File: src/rtl/cory_arb16.sv
// cory_arb16: round-robin select-token scheduler for a 16-input valid/ready mux.
// Issues 4-bit select tokens on a valid/ready handshake, with bounded bursts per
// requester. Optional feature macro: CORY_ARB16_PRIO_EN adds a priority mask
// input i_prio that biases the winner search toward flagged requesters.
module cory_arb16 #(
    parameter int BURST = 4,
    parameter int PARK  = 0
) (
    input  logic        clk,
    input  logic        reset_n,
    input  logic        i_en,
    input  logic [15:0] i_req,
`ifdef CORY_ARB16_PRIO_EN
    input  logic [15:0] i_prio,
`endif
    output logic        o_s_v,
    output logic [3:0]  o_s_d,
    input  logic        i_s_r,
    output logic        o_busy,
    output logic [7:0]  o_cnt
);

    typedef enum logic {IDLE, OFFER} state_t;

    state_t      state_q, state_n;
    logic [3:0]  ptr_q, ptr_n;
    logic [3:0]  cur_q, cur_n;
    logic [3:0]  sd_q, sd_n;
    logic [7:0]  cnt_q, cnt_n;
    logic [15:0] search_vec;
    logic        burst_prio_ok;
    logic        cnt_more;
    logic [4:0]  win_idle;
    logic [4:0]  win_rot;

    // First set bit of req scanning upward from p with wrap; returns {hit, index}.
    function automatic logic [4:0] find_win(input logic [15:0] req, input logic [3:0] p);
        logic [4:0] res;
        logic [3:0] idx;
        res = 5'd0;
        for (int i = 0; i < 16; i++) begin
            idx = p + 4'(i);
            if (!res[4] && req[idx]) begin
                res = {1'b1, idx};
            end
        end
        return res;
    endfunction

`ifdef CORY_ARB16_PRIO_EN
    logic [15:0] prio_hit;
    // Priority requesters win the search when any are active; a normal burst
    // yields as soon as some other priority requester is waiting.
    always_comb begin
        prio_hit      = i_req & i_prio;
        search_vec    = (|prio_hit) ? prio_hit : i_req;
        burst_prio_ok = i_prio[cur_q] || ~|(prio_hit & ~(16'd1 << cur_q));
    end
`else
    // Pure round robin: search the raw request vector, bursts never yield early.
    always_comb begin
        search_vec    = i_req;
        burst_prio_ok = 1'b1;
    end
`endif

    assign win_idle = find_win(search_vec, ptr_q);
    assign win_rot  = find_win(search_vec, cur_q + 4'd1);
    assign cnt_more = (int'(cnt_q) + 1) < BURST;

    // Next-state logic: start offers from IDLE, continue or rotate on accept.
    always_comb begin
        state_n = state_q;
        ptr_n   = ptr_q;
        cur_n   = cur_q;
        cnt_n   = cnt_q;
        case (state_q)
            IDLE: begin
                if (i_en && win_idle[4]) begin
                    state_n = OFFER;
                    cur_n   = win_idle[3:0];
                    cnt_n   = 8'd0;
                end
            end
            OFFER: begin
                if (i_s_r) begin
                    if (cnt_more && i_req[cur_q] && i_en && burst_prio_ok) begin
                        cnt_n = cnt_q + 8'd1;
                    end else begin
                        // Rotation searches from the slot after the winner so the
                        // next offer follows with no idle bubble.
                        ptr_n = cur_q + 4'd1;
                        cnt_n = 8'd0;
                        if (i_en && win_rot[4]) begin
                            cur_n = win_rot[3:0];
                        end else begin
                            state_n = IDLE;
                        end
                    end
                end
            end
            default: state_n = IDLE;
        endcase
        sd_n = (state_n == OFFER || PARK != 0) ? cur_n : 4'd0;
    end

    // State and output registers; reset discards any outstanding token.
    always_ff @(posedge clk or negedge reset_n) begin
        if (!reset_n) begin
            state_q <= IDLE;
            ptr_q   <= 4'd0;
            cur_q   <= 4'd0;
            sd_q    <= 4'd0;
            cnt_q   <= 8'd0;
        end else begin
            state_q <= state_n;
            ptr_q   <= ptr_n;
            cur_q   <= cur_n;
            sd_q    <= sd_n;
            cnt_q   <= cnt_n;
        end
    end

    assign o_s_v  = (state_q == OFFER);
    assign o_busy = (state_q == OFFER);
    assign o_s_d  = sd_q;
    assign o_cnt  = cnt_q;

endmodule

File: config.mk
export PLATFORM = sky130hd
export DESIGN_NAME = cory_arb16
export DESIGN_NICKNAME = d
export VERILOG_FILES = /design/src/rtl/cory_arb16.sv
export SDC_FILE = /design/constraint.sdc
export NUM_CORES = 1
export LEC_CHECK = 0
export CORE_UTILIZATION = 52
export DETAILED_ROUTE_END_ITERATION = 16
export PLACE_DENSITY = 0.71
export RECOVER_POWER = 25
export SLEW_MARGIN = 30
export SYNTH_ARGS = -nofsm -noshare
export SYNTH_HDL_FRONTEND = slang
export SYNTH_SLANG_ARGS = --single-unit
export TNS_END_PERCENT = 5
File: constraint.sdc
create_clock -name clk -period 5.9 [get_ports clk]
set_input_delay 0.59 -clock clk [delete_from_list [all_inputs] [get_ports clk]]
set_output_delay 0.59 -clock clk [all_outputs]
set_load 0.1 [all_outputs]
=== Word level (Yosys, flattened, before mapping) ===
Cells that the tools add are included.

* Word-level logic and storage cells: 255
* Bits of input ports: 20
* Register bits: 21

* Multiplexer cells: 113
* Reductions and logical operators: 66
* $add $sub $neg: 33
* Bitwise gates (word level): 2
* Equal/unequal tests: 2
* $lt $le $gt $ge: 34

{| class="wikitable"
|+ Operators by type and width
! cell !! count
|-
| < comparator 4 x 5 -> 1 bit, second input constant || 33
|-
| two-way mux 5 bit || 32
|-
| binary-select mux 1 bit (select 4 bit) || 33
|-
| adder 4 bit, second input constant || 16
|-
| two-way mux 1 bit || 37
|-
| logical AND 1 bit || 34
|-
| adder 4 x 3 -> 4 bit, second input constant || 8
|-
| zero test 1 bit || 30
|-
| two-way mux 8 bit || 3
|-
| two-way mux 4 bit || 5
|-
| adder 4 x 2 -> 4 bit, second input constant || 4
|-
| case mux 8 bit (2 select lines) || 1
|-
| adder 4 x 1 -> 4 bit, second input constant || 3
|-
| adder 8 x 1 -> 9 bit, second input constant || 1
|-
| < comparator 9 x 3 -> 1 bit, second input constant || 1
|-
| adder 8 x 1 -> 8 bit, second input constant || 1
|-
| case mux 4 bit (2 select lines) || 1
|-
| inequality test 2 bit, second input constant || 2
|-
| AND reduction 3 bit || 1
|-
| inverter 1 bit || 2
|-
| case mux 1 bit (2 select lines) || 1
|-
| AND reduction 2 bit || 1
|}

=== Depth between registers and ports, before layout ===
Gate-level depths: netlist (run 1).

* Depth in word-level cells: 55
* Gate-level depth with buffers: 18
* Depth with buffers taken out: 13

=== Worst setup path before layout (run 1) ===
No wires, ideal clock.

* Path type: register -> register
* Start point: reg ptr_q[1]
* End point: reg cur_q[1]
* Data required time: 5.768 ns
* Stages on the path, launching flop included: 18
* Clock period less this slack: 4.634 ns
* Arrival time: 4.502 ns
* Setup slack: 1.266 ns
* Cells stage by stage: dfrtp_1 -> buf_4 -> buf_6 -> clkbuf_1 -> inv_1 -> ha_1 -> clkbuf_1 -> buf_1 -> mux4_2 -> inv_1 -> mux4_2 -> nand2_1 -> or4b_2 -> o21ai_4 -> nor2_2 -> o221a_1 -> a221oi_2 -> nor3_1

* Longest elaborated chain between the ends: 51
* Elaborated cells between the ends (all ways): 96

{| class="wikitable"
|+ RTL lines
! item !! RTL line !! RTL
|-
| from (decl) || 26 || <nowiki>logic [3:0] ptr_q, ptr_n;</nowiki>
|-
| from (signal assigned) || 117 || <nowiki>ptr_q <= ptr_n;</nowiki>
|-
| branches (longest 47 deep; another with adder 4 x 1 -> 4 bit) || -- ||
|-
| two-way mux 5 bit (*) || 43 || <nowiki>if (!res[4] && req[idx]) begin</nowiki>
|-
| logical AND 1 bit || 79 || <nowiki>if (i_en && win_idle[4]) begin</nowiki>
|-
| two-way mux 4 bit (*) || 79 ||
|-
| case mux 4 bit (2 select lines) (*) || 77 || <nowiki>case (state_q)</nowiki>
|-
| via cur_n[1] || 27 || <nowiki>logic [3:0] cur_q, cur_n;</nowiki>
|-
| to (signal assigned) || 118 || <nowiki>cur_q <= cur_n;</nowiki>
|-
| to (decl) || 27 ||
|}

Mark *: on every way through the listed nets, which the timed path passes. The select of a mux whose other input is x is not followed.
A chain may end at the register's enable or synchronous reset.

=== Worst setup path in the final report (run 1) ===
* Start point: reg cur_q[1]
* End point: reg cur_q[1]

* Longest elaborated chain between the ends: 54
* Elaborated cells between the ends (all ways): 104

{| class="wikitable"
|+ RTL lines
! item !! RTL line
|-
| branches (longest 53 deep; another with adder 4 x 1 -> 4 bit) || --
|-
| case mux 4 bit (2 select lines) (*) || 77
|-
| via cur_n[1] || 27
|}

Marks and branches as above.

==> implementation parameters, run 1 <==
Parameter                              Value

Synthesis
  Synthesis warning total ... 0
  Synth Cell Area ... 6060 um^2
  Number of synthesized flops with an enable pin ... 0
  Flip-flop and latch count after synthesis ... 21
  Cell taking the most area after synthesis ... sky130_fd_sc_hd__mux4_2
  Proportion of register bits with asynchronous set or reset after synthesis ... 100%
  Top cells by count, synth ... sky130_fd_sc_hd__nand2_1 (67), sky130_fd_sc_hd__mux4_2 (57), sky130_fd_sc_hd__nor2_1 (47)
  Cells after Synth ... 714
  Synthesized area per cell ... 8.49 um^2
  Post-synth cell types ... 93
  Top FF cell, synth ... sky130_fd_sc_hd__dfrtp_1
  Cell types occupying the most area after synthesis ... sky130_fd_sc_hd__mux4_2 (21%), sky130_fd_sc_hd__dfrtp_1 (8.7%), sky130_fd_sc_hd__mux2i_1 (5.9%)
  Net count after synthesis ... 744
  Seq/Total Area, Yosys ... 8.67%
  Cell with the most instances after synthesis ... sky130_fd_sc_hd__nand2_1
  Top cell type's share of synthesized area ... 21.2%

Drt
  Average vias per placed instance ... 7.39
  First-pass detailed-route iteration total ... 5
  DRC violation count after routing ... 0
  Count of routing violations after the opening detailed-route iteration ... 715
  Average detailed-routed wire length per instance ... 23.5 um
  Drt total wl ... 19900 um
  Number of nets with antenna violations after routing ... 0
  Vias ... 6266

Clocking
  Number of buffers created by CTS ... 3
  CTS Hold Bufs ... 0
  Clock tree from TritonCTS ... yes
  H-tree depth ... 1
  Clock transition at the register clock pins on the worst setup and hold paths after CTS ... 60 ps
  Clk Tree Root Cell ... sky130_fd_sc_hd__clkbuf_16
  Maximum clock path buffer count ... 2
  Worst-Skew Late Latency ... 260 ps
  Number of cells upsized or downsized after cts ... 0
  # Post-CTS Setup Buffers ... 0
  Clock sinks ... 21

Floorplanning
  Area inside the core boundary ... 11400 um^2
  Initial cell density of the core ... 53.3%
  Die Ht ... 110 um
  Number of rows in the core area ... 39
  Die extent in x ... 110 um
  Die area ... 12100 um^2
  Num ports ... 34

Worst setup path
  Data arrival time at the worst-slack endpoint ... 5160 ps
  Category of the worst setup path capture point ... flop
  Crit Path Max Fanout ... 19
  Required time reported for the critical path endpoint ... 6030 ps
  Setup crit start kind ... flop
  Start-to-end type of the worst setup path ... flop to flop

Timing
  Final hold viol count ... 0
  Final critical-path share of the clock period ... 85.3%
  Unrepaired setup endpoints after global routing ... false
  Actual slew at the worst max-slew pin ... 1140 ps
  Final Slew Violations ... 0
  Worst rel slew slack ... 23.8%
  Shortest clock period the worst path allows after layout ... 5030 ps
  Number of endpoints failing setup at the final stage ... 0
  Peak clock frequency supported by timing ... 199 MHz
  Total negative setup slack ... 0 ps
  Worst-case clock skew ... 3.56 ps

Placement
  Port Buf Inserts ... 33
  Half-perimeter wire length of the detailed placement result ... 15300 um
  RD Place Congestion ... 0.995

GRT
  Total routing resource utilization after global routing ... 34.3%
  Number of antenna violations at the first check in global routing ... 0
  Final global-route overflow total ... 0
  Largest net degree at the start of global routing ... 33
  Global-route wire length before repair ... 31600 um
  Via count of the first global-routing pass ... 5706

Hold path
  Hold Path Class ... flop to flop

Layout
  Fraction of final layout cells with drive strength greater than 1 ... 18.9%
  Number of fill cells ... 1071
  Sequential standard cell area ... 526 um^2
  Area used by multi-input combinational logic ... 5110 um^2
  Nets ... 736
  ANT cells ... 0
  Area growth from synthesis to final layout ... 6.05%

Status
  Outcome ... complete, no violations

Flow run
  Number of max-capacitance violations reported ... 0
-- layout make-up --
cell class / instances / area share (%)
flip-flops and latches: 21 / 8.18
multi-input cells: 603 / 79.6
clock buffers: 4 / 1.23
well taps: 143 / 2.78
inverters: 34 / 1.99
repair buffers: 43 / 6.21
-- stage by stage --
stage	hold WS (ps)	instance area (um^2)	utilization, %	std cells	setup slack, ps
4_1_cts	527	6420	56.5	848	928
3_3_place_gp	507	6340	55.8	844	1150
2_1_floorplan	294	6060	-	714	1270
6_report	525	6420	56.5	848	866
5_1_grt	542	6420	56.5	848	504
3_5_place_dp	514	6340	55.8	844	913
-- worst max-delay path, cell delays in order (launching register included) --
cell	delay [ps]
sky130_fd_sc_hd__dfrtp_1	720
sky130_fd_sc_hd__ha_1	820
sky130_fd_sc_hd__xnor2_4	260
sky130_fd_sc_hd__xnor2_1	510
sky130_fd_sc_hd__mux2i_1	440
sky130_fd_sc_hd__mux2i_1	160
sky130_fd_sc_hd__buf_4	200
sky130_fd_sc_hd__or4_4	600
sky130_fd_sc_hd__nor3_4	330
sky130_fd_sc_hd__nand2_4	100
sky130_fd_sc_hd__o221a_1	260
sky130_fd_sc_hd__a221oi_2	380
sky130_fd_sc_hd__nor3_1	110
-- logic make-up (layout without fill, tap and decap cells) --
kind of cell               Yosys count  after routing  synth area share, %
adders and majority gates           10             10                 2.07
buffers and inverters               90             81                 7.02
xor gates and xnor gates            21             21                 4.32
and+or+nand+nor                    242            242                 21.3
DFF                                 21             21                 8.67
AOI/OAI and AO/OA                  209            209                 24.0
muxes                              121            121                 32.6
-- metal layers --
metal / part of all wire [%] / track usage [%]
met1: 43 / 50.3
met2: 45 / 53.3
met3: 10 / 4.39
met4: 2.1 / 7.81
met5: 0 / 0
-- path summary, 6_finish.rpt --
check / from / end / slack [ps] / depth (start not counted)
min in group asynchronous: reset_n / o_cnt[6] / 540 / 1
max in group asynchronous: reset_n / o_s_d[0] / 4680 / 1
min: o_cnt[6] / o_cnt[6] / 530 / 1
min reg2reg: o_cnt[6] / o_cnt[6] / 530 / 1
max: cur_q[1] / cur_q[1] / 870 / 12
max reg2reg: cur_q[1] / cur_q[1] / 870 / 12
-- sequential cells by signal, summed over array words and instances (netlist names) --
name	cells
cur_q	4
ptr_q	4
o_cnt	8
o_s_d	4
o_busy	1
-- cell usage in the layout (no fill, tap or decap), drive strengths merged, types with 5 or more instances in the layout --
cell type,synthesis,layout
nor3,18,18
buf,25,10
o211a,6,6
mux2i,37,37
o21ai,44,44
a21boi,5,5
mux2,27,27
nand2,68,68
o21a,5,5
clkdlybuf4s50,0,32
nand2b,5,5
o22ai,5,5
nor2b,13,13
o211ai,14,14
nand3,25,25
o2111ai,7,7
clkbuf,31,5
and3,8,8
nand4,7,7
a211o,6,6
xnor2,15,15
dfrtp,21,21
o31ai,7,7
a211oi,13,13
or2,11,11
mux4,57,57
ha,10,10
a31oi,9,9
and2,11,11
nor2,48,48
a21oi,44,44
nor4,7,7
inv,32,32
Power of run 1 is not shown: default switching activity piles up to over one toggle a cycle in this logic, so the estimate is an artifact.
==> run 2, diff against run 1 <==
--- a/config.mk
+++ b/config.mk
@@ -7,7 +7,7 @@
 export LEC_CHECK = 0
 export CORE_UTILIZATION = 52
 export DETAILED_ROUTE_END_ITERATION = 16
-export PLACE_DENSITY = 0.71
+export PLACE_DENSITY = 0.78
 export RECOVER_POWER = 25
 export SLEW_MARGIN = 30
 export SYNTH_ARGS = -nofsm -noshare
==> implementation parameters, run 2 (synthesis results as in run 1) <==
Parameter                              Value

Worst setup path
  Largest stage delay on the critical path ... 790 ps (-30 ps)
  Category of the worst setup path capture point ... flop
  Standard cell with the maximum stage delay on the critical path ... sky130_fd_sc_hd__ha_1
  Required time reported for the critical path endpoint ... 6020 ps (about the same)
  Start-to-end type of the worst setup path ... flop to flop
  Reg-to-reg endpoint ... cur_q[1]
  Data arrival time at the worst-slack endpoint ... 5040 ps (-120 ps)
  Crit Path Max Fanout ... 19 (unchanged)
  Setup crit start kind ... flop
  Worst reg-to-reg setup slack ... 970 ps (+100 ps)
  CP top delay family ... simple AND/OR/NAND/NOR gates
  Cells along the critical path ... ha_1 -> xnor2_4 -> xnor2_1 -> mux2i_1 -> mux2i_1 -> or4b_1 -> nor3_4 -> nand4b_1 -> o221a_1 -> a221oi_2 -> nor3_1
  Critical path buffer and inverter count ... 0 (-1)
  Most frequent CP cell ... sky130_fd_sc_hd__mux2i_1
  Worst R2R Start ... cur_q[1]
  Depth of the most critical reg-to-reg path ... 11 (-1)

Timing
  Number of endpoints failing setup at the final stage ... 0 (unchanged)
  Worst-case clock skew ... 7.64 ps (+4.08 ps)
  Shortest clock period the worst path allows after layout ... 4930 ps (-105 ps)
  Final hold viol count ... 0 (unchanged)
  Final Slew Violations ... 0 (unchanged)
  Unrepaired setup endpoints after global routing ... false
  Total negative setup slack ... 0 ps (unchanged)
  Final critical-path share of the clock period ... 83.5% (-1.8 points)
  Worst rel slew slack ... 26.3% (+2.4 points)
  Peak clock frequency supported by timing ... 203 MHz (+2.1%)
  Actual slew at the worst max-slew pin ... 1110 ps (-36.7 ps)

Floorplanning
  Die extent in x ... 110 um (unchanged)
  Num ports ... 34 (unchanged)
  Area inside the core boundary ... 11400 um^2 (unchanged)
  Number of rows in the core area ... 39 (unchanged)
  Die Ht ... 110 um (unchanged)
  Die area ... 12100 um^2 (unchanged)
  Initial cell density of the core ... 53.3% (unchanged)

GRT
  Via count of the first global-routing pass ... 5691 (-0.26%)
  Number of antenna violations at the first check in global routing ... 0 (unchanged)
  Global-route wire length before repair ... 30700 um (-2.9%)
  Final global-route overflow total ... 0 (unchanged)
  Largest net degree at the start of global routing ... 28 (-15%)
  Total routing resource utilization after global routing ... 32.9% (-1.4 points)

Drt
  First-pass detailed-route iteration total ... 8 (+3)
  Drt total wl ... 19400 um (-2.5%)
  Average detailed-routed wire length per instance ... 22.9 um (-2.4%)
  Vias ... 6313 (+0.75%)
  Count of routing violations after the opening detailed-route iteration ... 826 (+16%)
  Number of nets with antenna violations after routing ... 0 (unchanged)
  DRC violation count after routing ... 0 (unchanged)
  Average vias per placed instance ... 7.45 (+0.87%)

Layout
  Number of flip-flops in the largest register ... 8 (unchanged)
  Nets ... 735 (-0.14%)
  Most common cell after layout, fill and taps aside ... sky130_fd_sc_hd__nand2_1
  Number of fill cells ... 1046 (-2.3%)
  ANT cells ... 0 (unchanged)
  Finished Cell Area ... 6420 um^2 (-0.12%)
  Fraction of final layout cells with drive strength greater than 1 ... 18.8% (-0.12 points)
  Commonest cells after routing, fill and taps aside ... sky130_fd_sc_hd__nand2_1 (67), sky130_fd_sc_hd__mux4_2 (57), sky130_fd_sc_hd__nor2_1 (47), sky130_fd_sc_hd__a21oi_1 (43), sky130_fd_sc_hd__o21ai_0 (40)
  Area growth from synthesis to final layout ... 5.93%

Clocking
  H-tree depth ... 1 (unchanged)
  Number of buffers created by CTS ... 3 (unchanged)
  Worst-Skew Late Latency ... 250 ps (about the same)
  Clock tree from TritonCTS ... yes
  Clk Tree Root Cell ... sky130_fd_sc_hd__clkbuf_16
  Number of cells upsized or downsized after cts ... 0 (unchanged)
  # Post-CTS Setup Buffers ... 0 (unchanged)
  Clock sinks ... 21 (unchanged)
  CTS Hold Bufs ... 0 (unchanged)
  Clock transition at the register clock pins on the worst setup and hold paths after CTS ... 60 ps (about the same)
  Maximum clock path buffer count ... 2 (unchanged)

Flow run
  Number of max-capacitance violations reported ... 0 (unchanged)

Placement
  Half-perimeter wire length of the detailed placement result ... 14700 um (-3.8%)
  Instance area at placement ... 6340 um^2 (-0.12%)
  Port Buf Inserts ... 33 (unchanged)
  RD Place Congestion ... 0.974 (-2.1%)

Hold path
  Hold Path Class ... input port to asynchronous set/reset pin

Status
  Outcome ... complete, no violations
-- run 2: cell count changes in the layout (fill, tap and decap cells not counted), sizes merged --
cell and delta:
buf -1
-- run 2: area by class of cell --
class / count / area [um^2] / share of cell area [%]
Timing Repair Buffer: 42 / 392 / 6.10
Multi-Input combinational cell: 603 / 5110 / 79.7
Inverter: 34 / 128 / 1.99
Sequential cell: 21 / 526 / 8.19
Tap cell: 143 / 179 / 2.79
Clock buffer: 4 / 78.8 / 1.23
-- run 2: how the worst max path moves through the flow --
| stage | from | end | slack [ps] | cells after the start |
|---|---|---|---|---|
| after floorplan | ptr_q[1] | cur_q[1] | 1270 | 17 |
| after global placement | ptr_q[0] | cur_q[1] | 1080 | 12 |
| after detailed placement | cur_q[1] | cur_q[1] | 1060 | 11 |
| after CTS | cur_q[1] | cur_q[1] | 1030 | 11 |
| after global routing | cur_q[1] | cur_q[1] | 630 | 11 |
| final | cur_q[1] | cur_q[1] | 970 | 11 |
-- run 2: per-stage QoR --
stage                     util, %  setup slack [ps]  hold WS (ps)  instances
after floorplan                 -              1270           294        714
after global placement       55.7              1080           499        843
after detailed placement     55.7              1060           518        843
after CTS                    56.4              1030           536        847
after global routing         56.4               629           546        847
final                        56.4               971           530        847
-- run 2: routing by layer --
layer | up-vias | GRT usage [%] | share of wire, %
met4 | 0 | 8.57 | 2.6
li1 | 2765 | - | -
met1 | 3026 | 47.0 | 41
met5 | - | 0 | 0
met2 | 458 | 52.2 | 46
met3 | 64 | 4.15 | 11
Power of run 2 is left out for the same reason.
==> run 3, diff against run 2 <==
--- a/config.mk
+++ b/config.mk
@@ -7,7 +7,7 @@
 export LEC_CHECK = 0
 export CORE_UTILIZATION = 52
 export DETAILED_ROUTE_END_ITERATION = 16
-export PLACE_DENSITY = 0.78
+export PLACE_DENSITY = 0.81
 export RECOVER_POWER = 25
 export SLEW_MARGIN = 30
 export SYNTH_ARGS = -nofsm -noshare
==> constraint.sdc (replaced) <==
create_clock -name clk -period 4.1 [get_ports clk]
set_input_delay 0.41 -clock clk [delete_from_list [all_inputs] [get_ports clk]]
set_output_delay 0.41 -clock clk [all_outputs]
set_load 0.1 [all_outputs]
==> implementation parameters, run 3 (synthesis results as in run 1) <==
Parameter                              Value

Drt
  Drt total wl ... 20900 um (+7.4%)
  Count of routing violations after the opening detailed-route iteration ... 795 (-3.8%)
  Vias ... 6555 (+3.8%)
  DRC violation count after routing ... 0 (unchanged)
  Number of nets with antenna violations after routing ... 0 (unchanged)
  Average detailed-routed wire length per instance ... 23.0 um (+0.44%)
  First-pass detailed-route iteration total ... 5 (-3)
  Average vias per placed instance ... 7.24 (-2.9%)

Floorplanning
  Number of rows in the core area ... 39 (unchanged)
  Die Ht ... 110 um (unchanged)
  Die extent in x ... 110 um (unchanged)
  Area inside the core boundary ... 11400 um^2 (unchanged)
  Initial cell density of the core ... 53.3% (unchanged)
  Num ports ... 34 (unchanged)
  Die area ... 12100 um^2 (unchanged)

Clocking
  Worst-Skew Late Latency ... 260 ps (about the same)
  Clock transition at the register clock pins on the worst setup and hold paths after CTS ... 70 ps (about the same)
  CTS Hold Bufs ... 0 (unchanged)
  Clock sinks ... 21 (unchanged)
  Clk Tree Root Cell ... sky130_fd_sc_hd__clkbuf_16
  H-tree depth ... 1 (unchanged)
  Clock tree from TritonCTS ... yes
  Maximum clock path buffer count ... 2 (unchanged)
  Number of buffers created by CTS ... 3 (unchanged)

Worst setup path
  Category of the worst setup path capture point ... flop
  Logic depth of the worst setup path including buffers ... 13 (+2)
  Standard cell with the maximum stage delay on the critical path ... sky130_fd_sc_hd__or4b_1
  Reg-to-reg endpoint ... o_s_d[2]
  CP top delay family ... simple AND/OR/NAND/NOR gates
  Data arrival time at the worst-slack endpoint ... 4100 ps (-940 ps)
  Crit path launch ... cur_q[1]
  Worst R2R Start ... cur_q[1]
  Cells along the critical path ... ha_4 -> buf_4 -> buf_4 -> or2_2 -> o21ai_1 -> xnor2_2 -> mux2i_1 -> or4b_1 -> or3_1 -> a21oi_1 -> nor4_1 -> o31ai_1 -> a31oi_1
  Most frequent CP cell ... sky130_fd_sc_hd__buf_4
  Setup crit start kind ... flop
  Start-to-end type of the worst setup path ... flop to flop
  Critical path buffer and inverter count ... 2 (+2)
  Largest stage delay on the critical path ... 590 ps (-200 ps)
  Depth of the most critical reg-to-reg path ... 13 (+2)
  Required time reported for the critical path endpoint ... 4210 ps (-1810 ps)
  Crit Path Max Fanout ... 12 (-7)
  End point of the critical path ... o_s_d[2]
  Worst reg-to-reg setup slack ... 110 ps (-860 ps)

GRT
  Global-route wire length before repair ... 32200 um (+4.9%)
  Via count of the first global-routing pass ... 5797 (+1.9%)
  Largest net degree at the start of global routing ... 29 (+3.6%)
  Final global-route overflow total ... 0 (unchanged)
  Total routing resource utilization after global routing ... 35.1% (+2.2 points)
  Number of antenna violations at the first check in global routing ... 0 (unchanged)

Placement
  Port Buf Inserts ... 33 (unchanged)
  Cell count after placement ... 901 (+6.9%)
  Post-placement worst setup slack ... -27.0 ps (-1090 ps)
  RD Place Congestion ... 1.01 (+3.7%)
  Half-perimeter wire length of the detailed placement result ... 16200 um (+11%)

Layout
  Fraction of final layout cells with drive strength greater than 1 ... 26.3% (+7.6 points)
  Area growth from synthesis to final layout ... 14.7%
  Number of standard cells in the final layout excluding fillers ... 906 (+7.0%)
  ANT cells ... 0 (unchanged)
  Most common cell after layout, fill and taps aside ... sky130_fd_sc_hd__nand2_1
  Finished Core Util ... 61.1% (+4.7 points)
  Nets ... 794 (+8.0%)
  Number of flip-flops in the largest register ... 8 (unchanged)
  Commonest cells after routing, fill and taps aside ... sky130_fd_sc_hd__nand2_1 (66), sky130_fd_sc_hd__buf_4 (65), sky130_fd_sc_hd__mux4_2 (57), sky130_fd_sc_hd__nor2_1 (46), sky130_fd_sc_hd__a21oi_1 (43)

Timing
  Worst-case clock skew ... 8.44 ps (+0.807 ps)
  Unrepaired setup endpoints after global routing ... true
  Worst hold slack across all endpoints ... 417 ps (-113 ps)
  Shortest clock period the worst path allows after layout ... 3990 ps (-935 ps)
  Actual slew at the worst max-slew pin ... 1300 ps (+191 ps)
  Worst rel slew slack ... 13.6% (-13 points)
  Final Slew Violations ... 0 (unchanged)
  Final hold viol count ... 0 (unchanged)
  Peak clock frequency supported by timing ... 250 MHz (+23%)
  Worst Slack Setup Final ... 106 ps (-865 ps)
  Number of endpoints failing setup at the final stage ... 0 (unchanged)
  Final critical-path share of the clock period ... 97.4% (+14 points)

Status
  Outcome ... complete, no violations

Hold path
  Hold Path Class ... input port to asynchronous set/reset pin

Flow run
  Number of max-capacitance violations reported ... 0 (unchanged)
-- run 3: cell count changes in the layout (fill, tap and decap cells not counted), sizes merged --
cell and delta:
buf +59, clkinv +1, clkbuf -1
-- run 3: metrics by stage --
stage          instance area, um^2  setup TNS (ps)
5_1_grt                       6950           -28.2
3_3_place_gp                  6830               0
6_report                      6950               0
3_5_place_dp                  6820           -35.7
2_1_floorplan                 6110               0
4_1_cts                       6900               0
-- run 3: area by class of cell --
| cell class | count | area (um^2) |
|---|---|---|
| Clock buffer | 3 | 75.1 |
| Clock inverter | 1 | 5.00 |
| Fill cell | 1009 | 4420 |
| Inverter | 34 | 130 |
| Multi-Input combinational cell | 603 | 5170 |
| Sequential cell | 21 | 526 |
| Tap cell | 143 | 179 |
| Timing Repair Buffer | 101 | 863 |
-- run 3: timing repair --
action,CTS,global route
buffers inserted,0,1
setup endpoints to repair,0,15
gates resized for setup,0,8
-- run 3: worst min-delay path by stage --
| stage | startpoint | to | slack [ps] |
|---|---|---|---|
| 2_1_floorplan | reset_n | cur_q[0] | 110 |
| 3_3_place_gp | o_cnt[7] | o_cnt[7] | 500 |
| 3_5_place_dp | reset_n | o_cnt[6] | 410 |
| 4_1_cts | reset_n | o_cnt[3] | 130 |
| 5_1_grt | reset_n | o_cnt[3] | 490 |
| 6_report | reset_n | o_cnt[3] | 420 |
-- run 3: metal layers --
| metal | wire, um | vias to the layer above | global-route usage [%] |
|---|---|---|---|
| li1 | - | 2872 | - |
| met1 | 8510 | 3163 | 51.9 |
| met2 | 9410 | 472 | 54.4 |
| met3 | 2530 | 48 | 5.57 |
| met4 | 408 | 0 | 5.81 |
| met5 | 0 | - | 0 |
Power of run 3 is left out for the same reason.
